File: src/rtl/coffee_order_panel.sv
// Front-panel order entry: debounced keys, drink/sugar selection, bean check,
// and the bean_check/start_btn/done exchange with the coffee machine controller.
module coffee_order_panel #(
  parameter int DEBOUNCE_CYCLES = 4,
  parameter int DONE_TIMEOUT    = 16,
  parameter int BEAN_MIN        = 2
) (
  input  logic       clk,
  input  logic       rst_n,
  input  logic       key_next,
  input  logic       key_sugar,
  input  logic       key_brew,
  input  logic [3:0] bean_level,
  input  logic       done,
  output logic       bean_check,
  output logic       start_btn,
  output logic [2:0] mode_select,
  output logic       busy,
  output logic       bean_low,
  output logic       error,
  output logic [7:0] drink_count,
  output logic [2:0] dbg_state
);

  localparam int DW = $clog2(DEBOUNCE_CYCLES + 1);
  localparam int TW = $clog2(DONE_TIMEOUT + 1);
  localparam logic [DW-1:0] DEB_LAST   = DW'(DEBOUNCE_CYCLES - 1);
  localparam logic [TW-1:0] TMO_LAST   = TW'(DONE_TIMEOUT - 1);
  localparam logic [3:0]    BEAN_MIN_L = 4'(BEAN_MIN);

  typedef enum logic [2:0] {
    S_IDLE     = 3'd0,
    S_ANNOUNCE = 3'd1,
    S_GAP      = 3'd2,
    S_ARM      = 3'd3,
    S_WAIT     = 3'd4,
    S_ERROR    = 3'd5
  } state_t;

  // Key bit order everywhere: [0]=next, [1]=sugar, [2]=brew.
  logic [2:0]    raw;
  logic [2:0]    sync1_q, sync2_q, level_q, press_q;
  logic [DW-1:0] db_cnt_q [3];

  assign raw = {key_brew, key_sugar, key_next};

  always_ff @(posedge clk or negedge rst_n) begin
    if (!rst_n) begin
      sync1_q <= 3'b000;
      sync2_q <= 3'b000;
      level_q <= 3'b000;
      press_q <= 3'b000;
      for (int i = 0; i < 3; i++) db_cnt_q[i] <= '0;
    end else begin
      sync1_q <= raw;
      sync2_q <= sync1_q;
      press_q <= 3'b000;
      for (int i = 0; i < 3; i++) begin
        if (sync2_q[i] != level_q[i]) begin
          if (db_cnt_q[i] == DEB_LAST) begin
            level_q[i]  <= sync2_q[i];
            db_cnt_q[i] <= '0;
            press_q[i]  <= sync2_q[i];
          end else begin
            db_cnt_q[i] <= db_cnt_q[i] + DW'(1);
          end
        end else begin
          db_cnt_q[i] <= '0;
        end
      end
    end
  end

  logic next_p, sugar_p, brew_p, beans_ok;
  assign next_p   = press_q[0];
  assign sugar_p  = press_q[1];
  assign brew_p   = press_q[2];
  assign beans_ok = (bean_level >= BEAN_MIN_L);

  state_t        state_q;
  logic [1:0]    drink_q, drink_d;
  logic          sugar_q, sugar_d;
  logic [TW-1:0] tmo_cnt_q;
  logic          bean_check_q, start_btn_q, busy_q, bean_low_q, error_q;
  logic [2:0]    mode_select_q;
  logic [7:0]    drink_count_q;

  always_comb begin
    drink_d = drink_q;
    sugar_d = sugar_q;
    if (state_q == S_IDLE) begin
      if (next_p)  drink_d = (drink_q == 2'd2) ? 2'd0 : drink_q + 2'd1;
      if (sugar_p) sugar_d = ~sugar_q;
    end
  end

  // Controller exchange: bean_check pulses one cycle in ANNOUNCE, start_btn one
  // cycle in ARM (two cycles later); the controller answers with a one-cycle
  // done, honoured only in WAIT_DONE, and done beats a same-cycle timeout.
  always_ff @(posedge clk or negedge rst_n) begin
    if (!rst_n) begin
      state_q       <= S_IDLE;
      drink_q       <= 2'd0;
      sugar_q       <= 1'b1;
      tmo_cnt_q     <= '0;
      bean_check_q  <= 1'b0;
      start_btn_q   <= 1'b0;
      mode_select_q <= 3'd0;
      busy_q        <= 1'b0;
      bean_low_q    <= 1'b0;
      error_q       <= 1'b0;
      drink_count_q <= 8'd0;
    end else begin
      bean_check_q  <= 1'b0;
      start_btn_q   <= 1'b0;
      bean_low_q    <= (bean_level < BEAN_MIN_L);
      drink_q       <= drink_d;
      sugar_q       <= sugar_d;
      mode_select_q <= {drink_d, ~sugar_d};
      case (state_q)
        S_IDLE: begin
          if (brew_p && beans_ok) begin
            state_q      <= S_ANNOUNCE;
            bean_check_q <= 1'b1;
            busy_q       <= 1'b1;
          end
        end
        S_ANNOUNCE: state_q <= S_GAP;
        S_GAP: begin
          state_q     <= S_ARM;
          start_btn_q <= 1'b1;
        end
        S_ARM: begin
          state_q   <= S_WAIT;
          tmo_cnt_q <= '0;
        end
        S_WAIT: begin
          if (done) begin
            state_q <= S_IDLE;
            busy_q  <= 1'b0;
            if (drink_count_q != 8'hFF) drink_count_q <= drink_count_q + 8'd1;
          end else if (tmo_cnt_q == TMO_LAST) begin
            state_q <= S_ERROR;
            error_q <= 1'b1;
          end else begin
            tmo_cnt_q <= tmo_cnt_q + TW'(1);
          end
        end
        S_ERROR: begin
          if (brew_p) begin
            state_q <= S_IDLE;
            error_q <= 1'b0;
            busy_q  <= 1'b0;
          end
        end
        default: begin
          state_q <= S_IDLE;
          busy_q  <= 1'b0;
        end
      endcase
    end
  end

  assign bean_check  = bean_check_q;
  assign start_btn   = start_btn_q;
  assign mode_select = mode_select_q;
  assign busy        = busy_q;
  assign bean_low    = bean_low_q;
  assign error       = error_q;
  assign drink_count = drink_count_q;
  assign dbg_state   = state_q;

endmodule

File: config.mk
export PLATFORM = sky130hd
export DESIGN_NAME = coffee_order_panel
export DESIGN_NICKNAME = d
export VERILOG_FILES = /design/src/rtl/coffee_order_panel.sv
export SDC_FILE = /design/constraint.sdc
export NUM_CORES = 1
export LEC_CHECK = 0
export BUFFER_PORTS_ARGS = -buffer_cell sky130_fd_sc_hd__buf_2
export CAP_MARGIN = 15
export CORE_MARGIN = 2
export CORE_UTILIZATION = 30
export DETAILED_ROUTE_END_ITERATION = 10
export GPL_ROUTABILITY_DRIVEN = 0
export GPL_TIMING_DRIVEN = 0
export PLACE_DENSITY = 0.54
export SYNTH_ARGS = -nofsm -noshare
export SYNTH_HDL_FRONTEND = slang
export SYNTH_SLANG_ARGS = --single-unit
File: constraint.sdc
create_clock -name clk -period 3.4 [get_ports clk]
set_clock_uncertainty 0.1 [all_clocks]
set_input_delay 0.34 -clock clk [delete_from_list [all_inputs] [get_ports clk]]
set_output_delay 0.34 -clock clk [all_outputs]
set_load 0.05 [all_outputs]
==> impl_metrics.ini <==
[yosys]
synthesis.nets = 168
yosysWarnings = 0
yosysMostFrequentCell = dfrtp_1
syn_inst = 152
async_flop_share_pct = 100.0
synth_edf_count = 0
netlist_top_cells_count = dfrtp_1, mux2_2, nand2_1, xnor2_1, nor3b_1
yosys-top-cells-area = dfrtp_1, mux2_2, ha_1
synth.largest_area_cell = dfrtp_1
ys_ff_latch = 46
yosysSeqAreaShare_pct = 58.66
synthesis.area_um2 = 1964
synth_top_flop_cell = dfrtp_1
synth_top_area_share_pct = 57.32
synth_area_per_cell_um2 = 12.92
synth.distinct_cells = 40

[clocking]
clock_latency_ps = 290
cts_made_buffers = 5
htree_levels = 2
cts_buffer_depth = 2
clk_root_buffer_cell = clkbuf_8
cts_setup_buffers = 0
path_clk_slew_ps = 90
ctsHoldBuffers = 0
cts_tree = yes
cts_resized = 0
cts.sinks = 46

[setup_path]
crit_fanout = 5
startpoint = tmo_cnt_q[0]$_DFFE_PN0P_
setup.worst_path.class = flip-flop to flip-flop
rr_startpoint = tmo_cnt_q[0]$_DFFE_PN0P_
worstPathArrival_ps = 1740
worst_setup_path_end_kind = flip-flop
crit_path_start_kind = flip-flop
worstPathRequired_ps = 3480

[route]
dr.pass1.iters = 3
viasPerCell = 4.621
ant_nets = 0
drcViolationCount = 0
wire_per_inst_um = 11.57
via_count = 1220
wirelength_um = 3055
drtIter0Drc = 53

[die]
ios = 29
initial_core_util_pct = 30.94
die_h_um = 84.92
die_w_um = 84.92
dieArea_um2 = 7211
num_rows = 29
core_area_um2 = 6350

[placement]
place_inst = 256
port_buffers = 27
dp_hpwl_um = 2174

[timing]
slew_viol_final = 0
setup_violations = 0
setup-tns-final_ps = 0
fin_crit_ps = 1664
post-route-period-util_pct = 48.94
worstMarginPinSlew_ps = 986.8
rsz0062_at_grt = false
finalHoldViolCount = 0
relSlewSlack_pct = 34.21
fmax_mhz = 601.0

[grt]
grt_max_degree = 47
antenna_found_initial = 0
grt-ovfl-total = 0
grt_pass1_vias = 1212
grt_pass1_wl_um = 5395
grt_usage_pct = 9.390

[power_and_ir_drop]
finalPower_uw = 1809
p_per_area_nw_per_um2 = 784.4
total_leakage_power_uw = 0.001081
ir_drop_uv = 355.9

[worst_hold_path]
hp-class = input port to flip-flop
min_from = key_next

[run]
maxCapViolCount = 0

[final_layout]
syn_to_final_growth_pct = 17.39
nFillCells = 615
final_cells = 264
nets = 202
final_layout_size_suffix_gt1_share_pct = 28.88
diodes = 0

[outcome]
outcome = finished clean
[kinds of logic after synthesis]
| logic type | synth area share [%] |
|---|---|
| AND/OR/NAND/NOR | 18.73 |
| flip-flops | 58.66 |
| multiplexers | 8.280 |
| AO/OA/AOI/OAI | 4.268 |
| XOR/XNOR | 4.013 |
| buffers and inverters | 2.229 |
| adder cells (fa/ha/maj) | 3.822 |
[through the flow]
step / hold WS, ps / setup slack [ps] / utilization [%] / instance area, µm²
2_1_floorplan: -55.59 / 1491 / - / 1964
4_1_cts: 32.91 / 1725 / 36.32 / 2306
3_3_place_gp: 232.9 / 1736 / 34.58 / 2196
5_1_grt: 25.56 / 1577 / 36.32 / 2306
6_report: 46.01 / 1736 / 36.32 / 2306
3_5_place_dp: 240.2 / 1738 / 34.58 / 2196
[critical path: stages (launching register included)]
cell	delay (ps)
dfrtp_1	420
ha_1	210
and3_1	150
ha_1	260
and4bb_2	260
nor2_1	70
o21ai_0	70
[final cells by class]
class	instances	area (µm²)	area share (%)
plain buffers	4	32.53	1.411
clock buffers	6	72.57	3.147
clock inverters	2	37.54	1.628
inverters	3	11.26	0.4883
multi-input cells	99	768.2	33.32
flip-flops and latches	46	1152	49.97
well taps	77	96.34	4.178
repair buffers	27	135.1	5.860
[worst paths after layout]
kind / to / slack [ps] / depth (start not counted)
max in group asynchronous: bean_check$_DFF_PN0_ / 2480 / 1
min reg2reg: sync2_q[2]$_DFF_PN0_ / 260 / 0
min: sync1_q[0]$_DFF_PN0_ / 50 / 1
min in group asynchronous: sync2_q[1]$_DFF_PN0_ / 100 / 1
max: error$_DFFE_PN0P_ / 1740 / 6
max reg2reg: error$_DFFE_PN0P_ / 1740 / 6
[registers in the layout, summed over array words and instances, names as in the netlist, 2 cells and up]
signal / cells
db_cnt_q: 9
drink_count: 8
tmo_cnt_q: 5
dbg_state: 3
level_q: 3
press_q: 3
sync1_q: 3
sync2_q: 3
mode_select: 2
[power by group]
part / internal (µW) / total, µW / switching, µW / leakage [µW]
combinational: 236 / 631 / 395 / 0.000439
sequential: 688 / 781 / 93.3 / 0.000591
clock: 219 / 397 / 177 / 0.0000514
[per-layer routing]
metal  vias up  share of wire (%)  track usage (%)  wire (µm)
met4         0                1.9            4.762         58
met3         7                4.1            3.113        125
met1       593                 48            12.20       1459
met2        17                 46            14.03       1412
met5         -                  0                0          0
li1        603                  -                -          -
[placed cells by master, fill, tap and decap left out, types with 3 or more instances in the layout]
cell type,synthesis,layout
buf_2,2,29
o21ai_0,4,4
nand2b_1,3,3
clkbuf_8,0,5
mux2i_1,5,5
nand3_1,4,4
nor3_1,5,5
nor3b_1,7,7
ha_1,6,6
nor2_1,3,3
mux2_2,9,9
and3b_1,3,3
nand2_1,9,9
nand4_1,3,3
dfrtp_1,45,45
xnor2_1,8,8
inv_1,3,3
nor2b_1,6,6
Power figures use the tool's default switching activity.
